$ cat config.mk
export PLATFORM = sky130hd
export DESIGN_NAME = wall_array_ctrl
export DESIGN_NICKNAME = d
export VERILOG_FILES = /design/src/rtl/wall_pkg.sv /design/src/rtl/wall_lane.sv /design/src/rtl/wall_array_ctrl.sv
export SDC_FILE = /design/constraint.sdc
export NUM_CORES = 1
export LEC_CHECK = 0
export ABC_AREA = 1
export CAP_MARGIN = 40
export CORE_MARGIN = 4
export CORE_UTILIZATION = 54
export CTS_CLUSTER_SIZE = 14
export DETAILED_ROUTE_END_ITERATION = 16
export PLACE_DENSITY = 0.77
export SLEW_MARGIN = 20
export SYNTH_ARGS = -nofsm -noshare
export SYNTH_HDL_FRONTEND = slang
export SYNTH_HIERARCHICAL = 1
export SYNTH_SLANG_ARGS = --single-unit
$ cat constraint.sdc
create_clock -name clk -period 2.83 [get_ports clk]
set_input_delay 0.4245 -clock clk [delete_from_list [all_inputs] [get_ports clk]]
set_output_delay 0.4245 -clock clk [all_outputs]
set_load 0.1 [all_outputs]
$ cat src/rtl/wall_pkg.sv
// Shared state encodings for the scrolling-wall controller and its lanes.
package wall_pkg;

    typedef enum logic [1:0] {
        W_READY = 2'b00,
        W_MOVE  = 2'b01,
        W_STOP  = 2'b11
    } wall_state_t;

    typedef enum logic [1:0] {
        G_IDLE = 2'b00,
        G_RUN  = 2'b01,
        G_OVER = 2'b10
    } game_state_t;

endpackage

$ cat src/rtl/wall_lane.sv
// One scrolling wall: READY/MOVE/STOP FSM plus its x-position counter.
module wall_lane
    import wall_pkg::*;
#(
    parameter int X_W      = 8,
    parameter int X_START  = 159,
    parameter int X_END    = 0,
    parameter int STEP     = 1,
    parameter int PLAYER_X = 20
) (
    input  logic           clk,
    input  logic           resetn,
    input  logic           tick,
    input  logic           launch,
    input  logic           freeze,
    input  logic           restart,
    output logic [X_W-1:0] x,
    output logic           active,
    output logic           crossed,
    output logic           free
);

    // Thresholds are widened by one bit so "x - STEP" comparisons never wrap.
    localparam logic [X_W:0]   RETIRE_LIM = (X_W+1)'(X_END + STEP);
    localparam logic [X_W:0]   CROSS_LIM  = (X_W+1)'(PLAYER_X + STEP);
    localparam logic [X_W:0]   PLAYER     = (X_W+1)'(PLAYER_X);
    localparam logic [X_W-1:0] X_INIT     = X_W'(X_START);
    localparam logic [X_W-1:0] X_STEP     = X_W'(STEP);

    wall_state_t    state, state_next;
    logic [X_W-1:0] x_next;
    logic           retire;

    assign retire  = ({1'b0, x} < RETIRE_LIM);
    assign active  = (state != W_READY);
    assign free    = (state == W_READY);
    assign crossed = (state == W_MOVE) && !retire &&
                     ({1'b0, x} >= PLAYER) && ({1'b0, x} < CROSS_LIM);

    // NOTE: every variable gets its default before any branch, so no path leaves it unassigned and no latch is inferred.
    always_comb begin
        state_next = state;
        x_next     = x;
        if (restart) begin
            state_next = W_READY;
            x_next     = X_INIT;
        end else if (freeze) begin
            if (state == W_MOVE) state_next = W_STOP;
        end else if (tick) begin
            case (state)
                W_READY: if (launch) state_next = W_MOVE;
                W_MOVE: begin
                    if (retire) begin
                        state_next = W_READY;
                        x_next     = X_INIT;
                    end else begin
                        x_next = x - X_STEP;
                    end
                end
                default: ;
            endcase
        end
    end

    // NOTE: state registers use non-blocking assignments so all flops update together at the edge.
    always_ff @(posedge clk) begin
        if (!resetn) begin
            state <= W_READY;
            x     <= X_INIT;
        end else begin
            state <= state_next;
            x     <= x_next;
        end
    end

endmodule

$ cat src/rtl/wall_array_ctrl.sv
// Game FSM, spawn timer and scoring around NUM_WALLS independent wall lanes.
module wall_array_ctrl
    import wall_pkg::*;
#(
    parameter int NUM_WALLS = 4,
    parameter int X_W       = 8,
    parameter int X_START   = 159,
    parameter int X_END     = 0,
    parameter int STEP      = 1,
    parameter int SPAWN_GAP = 40,
    parameter int PLAYER_X  = 20
) (
    input  logic                               clk,
    input  logic                               resetn,
    input  logic                               start,
    input  logic                               tick,
    input  logic [NUM_WALLS-1:0]               touched,
    output logic [NUM_WALLS*X_W-1:0]           wall_x,
    output logic [NUM_WALLS-1:0]               wall_active,
    output logic [$clog2(NUM_WALLS+1)-1:0]     passed_cnt,
    output logic                               running,
    output logic                               game_over
);

    localparam int PW = $clog2(NUM_WALLS + 1);
    localparam int CW = (SPAWN_GAP > 1) ? $clog2(SPAWN_GAP) : 1;
    localparam logic [CW-1:0] CNT_LAST = CW'(SPAWN_GAP - 1);

    game_state_t          g_state, g_next;
    logic [CW-1:0]        spawn_cnt, cnt_next;
    logic [NUM_WALLS-1:0] lane_active, lane_crossed, lane_free, launch;
    logic                 restart, hit, run_tick, spawn_due, taken;
    logic [PW-1:0]        pop;

    // STOP lanes only exist in G_OVER, so an active lane during G_RUN is a moving one.
    assign restart   = start && (g_state != G_RUN);
    assign hit       = (g_state == G_RUN) && |(touched & lane_active);
    assign run_tick  = (g_state == G_RUN) && tick && !hit;
    assign spawn_due = run_tick && (spawn_cnt == CNT_LAST);

    always_comb begin
        launch = '0;
        taken  = 1'b0;
        for (int i = 0; i < NUM_WALLS; i++) begin
            if (spawn_due && lane_free[i] && !taken) begin
                launch[i] = 1'b1;
                taken     = 1'b1;
            end
        end
    end

    always_comb begin
        pop = '0;
        for (int i = 0; i < NUM_WALLS; i++) pop = pop + PW'(lane_crossed[i]);
    end

    always_comb begin
        cnt_next = spawn_cnt;
        if (restart) begin
            cnt_next = CNT_LAST;
        end else if (run_tick) begin
            if (spawn_cnt != CNT_LAST) cnt_next = spawn_cnt + 1'b1;
            else if (|lane_free)       cnt_next = '0;
        end
    end

    always_comb begin
        g_next = g_state;
        case (g_state)
            G_IDLE:  if (start) g_next = G_RUN;
            G_RUN:   if (hit)   g_next = G_OVER;
            G_OVER:  if (start) g_next = G_RUN;
            default: g_next = G_IDLE;
        endcase
    end

    always_ff @(posedge clk) begin
        if (!resetn) begin
            g_state    <= G_IDLE;
            spawn_cnt  <= CNT_LAST;
            passed_cnt <= '0;
            running    <= 1'b0;
            game_over  <= 1'b0;
        end else begin
            g_state    <= g_next;
            spawn_cnt  <= cnt_next;
            passed_cnt <= run_tick ? pop : '0;
            running    <= (g_next == G_RUN);
            game_over  <= (g_next == G_OVER);
        end
    end

    assign wall_active = lane_active;

    for (genvar i = 0; i < NUM_WALLS; i++) begin : g_lane
        wall_lane #(
            .X_W      (X_W),
            .X_START  (X_START),
            .X_END    (X_END),
            .STEP     (STEP),
            .PLAYER_X (PLAYER_X)
        ) u_lane (
            .clk     (clk),
            .resetn  (resetn),
            .tick    (run_tick),
            .launch  (launch[i]),
            .freeze  (hit),
            .restart (restart),
            .x       (wall_x[i*X_W +: X_W]),
            .active  (lane_active[i]),
            .crossed (lane_crossed[i]),
            .free    (lane_free[i])
        );
    end

endmodule

==> results.ini <==
[run_status]
status = complete, no violations

[logic_synthesis]
ys_types = 30
netlist_area_sq_um = 3210
ys_seq_area_frac = 0.331
syn_inst = 448
synth.area.top_cells = dfxtp_1 33%, inv_1 9.1%, nand2_1 9.1%
synthTopCellsByCount = 78 x inv_1, 78 x nand2_1, 71 x nor2_1
yosys.area.top_type_share = 0.331
synth-seq-cells = 53
synth_flop_cell = dfxtp_1
yosysTopAreaCell = dfxtp_1
yosys_warnings = 6
synth-edff-count = 0
synth_fp_nets = 464
ys_async_sr_fraction = 0
syn_area_per_cell_sq_um = 7.16

[global_route]
grt_pass1_wl_microns = 11000
track_usage = 0.182
first_global_vias = 2597
grt_remaining_overflow = 0
grt_max_degree = 18
antenna_found_initial = 0

[cts]
cts.clk_slew.worst_paths_ns = 0.10
clock_latency_ns = 0.31
cts_root_buf = clkbuf_8
post_cts_buffers = 0
clockBufferDepth = 2
cts_hold_buf = 0
post_cts_resized = 0
cts_sinks = 53
cts_max_level = 2
cts_buffers = 5
cts_tree = yes

[power_and_ir_drop]
ir_worst_vdd_mv = 0.204
p_total_mw = 1.30
powerDensity_nw_per_um2 = 344
p_leak_nw = 1.85

[sta]
max_slew_margin = 0.727
setup_violations = 0
hold_viol = 0
maxSlewViolCount = 0
fin_skew_ns = 0.00610
fin_crit_ns = 2.37
fmax_mhz = 423
period_share = 0.836
tightestPinTransition_ns = 0.407
rsz0062_at_grt = false
fin_tns_setup_ns = 0

[floorplan]
die_h_microns = 85.1
start_util = 0.569
rows = 27
core_sq_um = 5640
die_w_microns = 85.1
die_area_sq_um = 7240
num_io_pins = 49

[worst_hold_path]
hp-class = reg -> reg

[final_layout]
drive_above_1_share = 0.255
fillCellCount = 523
synthToLayoutAreaGrowth_pct = 17.6
fin_util = 0.669
n_antenna_cell = 0
nNetsFinal = 520

[place]
place_hpwl_microns = 5140
io_buffers = 48
gp_congestion = 0.907

[drt]
wire_per_inst_microns = 11.1
postRouteAntennaNets = 0
wirelength_microns = 6380
viasPerCell = 4.84
dr.pass1.iters = 4
drt_iter0_drc = 113
vias = 2791
route.detailed.drc = 0

[setup_path]
start_kind = register
crit_arrival_ns = 2.58
required_ns = 3.04
cp_max_fo = 4
cp-end-kind = register
path_class = reg -> reg

[flow_run]
cap_viol_max_count = 0

cell families (layout without fill, tap and decap cells):
| family | count (synthesis) | count (layout) | share of synthesized area |
|---|---|---|---|
| buf+inv | 91 | 148 | 0.110 |
| flops | 53 | 53 | 0.331 |
| simple gates | 259 | 259 | 0.445 |
| xor+xnor | 6 | 6 | 0.0164 |
| fa+ha+maj | 8 | 8 | 0.0335 |
| compound gates | 31 | 31 | 0.0640 |
layer usage:
| metal | global-route usage | vias to the layer above | wire length, microns |
|---|---|---|---|
| met3 | 0.0398 | 5 | 226 |
| met5 | 0 | - | 0 |
| met2 | 0.329 | 36 | 3160 |
| met1 | 0.222 | 1245 | 2940 |
| met4 | 0.0345 | 0 | 54 |
| li1 | - | 1505 | - |
metrics by stage:
step	std cells	cell area [sq um]	hold slack (ns)	setup slack, ns
floorplan	448	3210	0.455	0.181
global placement	569	3680	0.474	0.492
detailed placement	569	3680	0.478	0.422
CTS	577	3770	0.497	0.423
global route	577	3770	0.533	0.318
finish	577	3770	0.494	0.464
state kept, by name (all words and copies together) (netlist names):
name / flops
g_lane.u_lane/state: 8
running: 1
spawn_cnt: 6
passed_cnt: 3
game_over: 1
g_state: 2
g_lane.u_lane/x: 32
placed cells by master (no fill, tap or decap):
cell type | synthesis | final
inv_1 | 78 | 78
a21oi_1 | 6 | 6
inv_6 | 0 | 1
nor4_1 | 4 | 4
nand3b_1 | 4 | 4
nand2_2 | 16 | 16
nor2_8 | 4 | 4
o211ai_1 | 4 | 4
buf_4 | 0 | 42
clkinv_2 | 1 | 2
o21ai_2 | 4 | 4
clkdlybuf4s50_1 | 0 | 7
inv_4 | 4 | 4
nand4_1 | 8 | 8
nand2_4 | 5 | 5
a41oi_1 | 4 | 4
nand3_2 | 14 | 14
clkbuf_8 | 0 | 5
inv_2 | 8 | 8
a211oi_1 | 4 | 4
nand2_1 | 78 | 78
dfxtp_1 | 53 | 53
clkinvlp_4 | 0 | 1
or2_1 | 4 | 4
nor2_4 | 12 | 12
nor3_2 | 2 | 2
o21ai_0 | 9 | 9
nor2_2 | 8 | 8
nand3_4 | 1 | 1
ha_1 | 7 | 7
nor2_1 | 71 | 71
nand3_1 | 28 | 28
xor2_1 | 5 | 5
xnor2_1 | 1 | 1
fa_1 | 1 | 1
worst paths after layout:
check                                                   startpoint                        end  slack, ns  cells past startpoint
worst max-delay path            g_lane[1].u_lane/x[0]$_SDFFE_PP1P_   passed_cnt[1]$_SDFF_PN0_       0.46                     11
worst min-delay path                     spawn_cnt[1]$_SDFFE_PP1P_  spawn_cnt[1]$_SDFFE_PP1P_       0.49                      2
worst max register to register  g_lane[1].u_lane/x[0]$_SDFFE_PP1P_   passed_cnt[1]$_SDFF_PN0_       0.46                     11
worst min register to register           spawn_cnt[1]$_SDFFE_PP1P_  spawn_cnt[1]$_SDFFE_PP1P_       0.49                      2
worst max-delay path, stage by stage (launching register included):
cell and delay, ns:
dfxtp_1 0.35, inv_1 0.10, ha_1 0.20, nor2_1 0.07, nor4_1 0.34, inv_1 0.13, fa_1 0.51, inv_1 0.04
ha_1 0.17, ha_1 0.27, inv_1 0.05, nor2_1 0.04
area by class of cell:
cell class              instances  area, sq um  share of cell area
well taps                      72         90.1              0.0239
multi-input cells             304         1790               0.475
flip-flops and latches         53         1060               0.281
inverters                      91          353              0.0935
repair buffers                 49          385               0.102
clock buffers                   5         68.8              0.0182
clock inverters                 3         21.3             0.00564
where the power goes:
group          switching [mW]  leakage, nW  internal (mW)  total, mW
logic                  0.0774         1.38         0.0354      0.113
clock network           0.255       0.0445          0.176      0.431
registers             0.00360        0.429          0.751      0.754
Power figures use the tool's default switching activity.
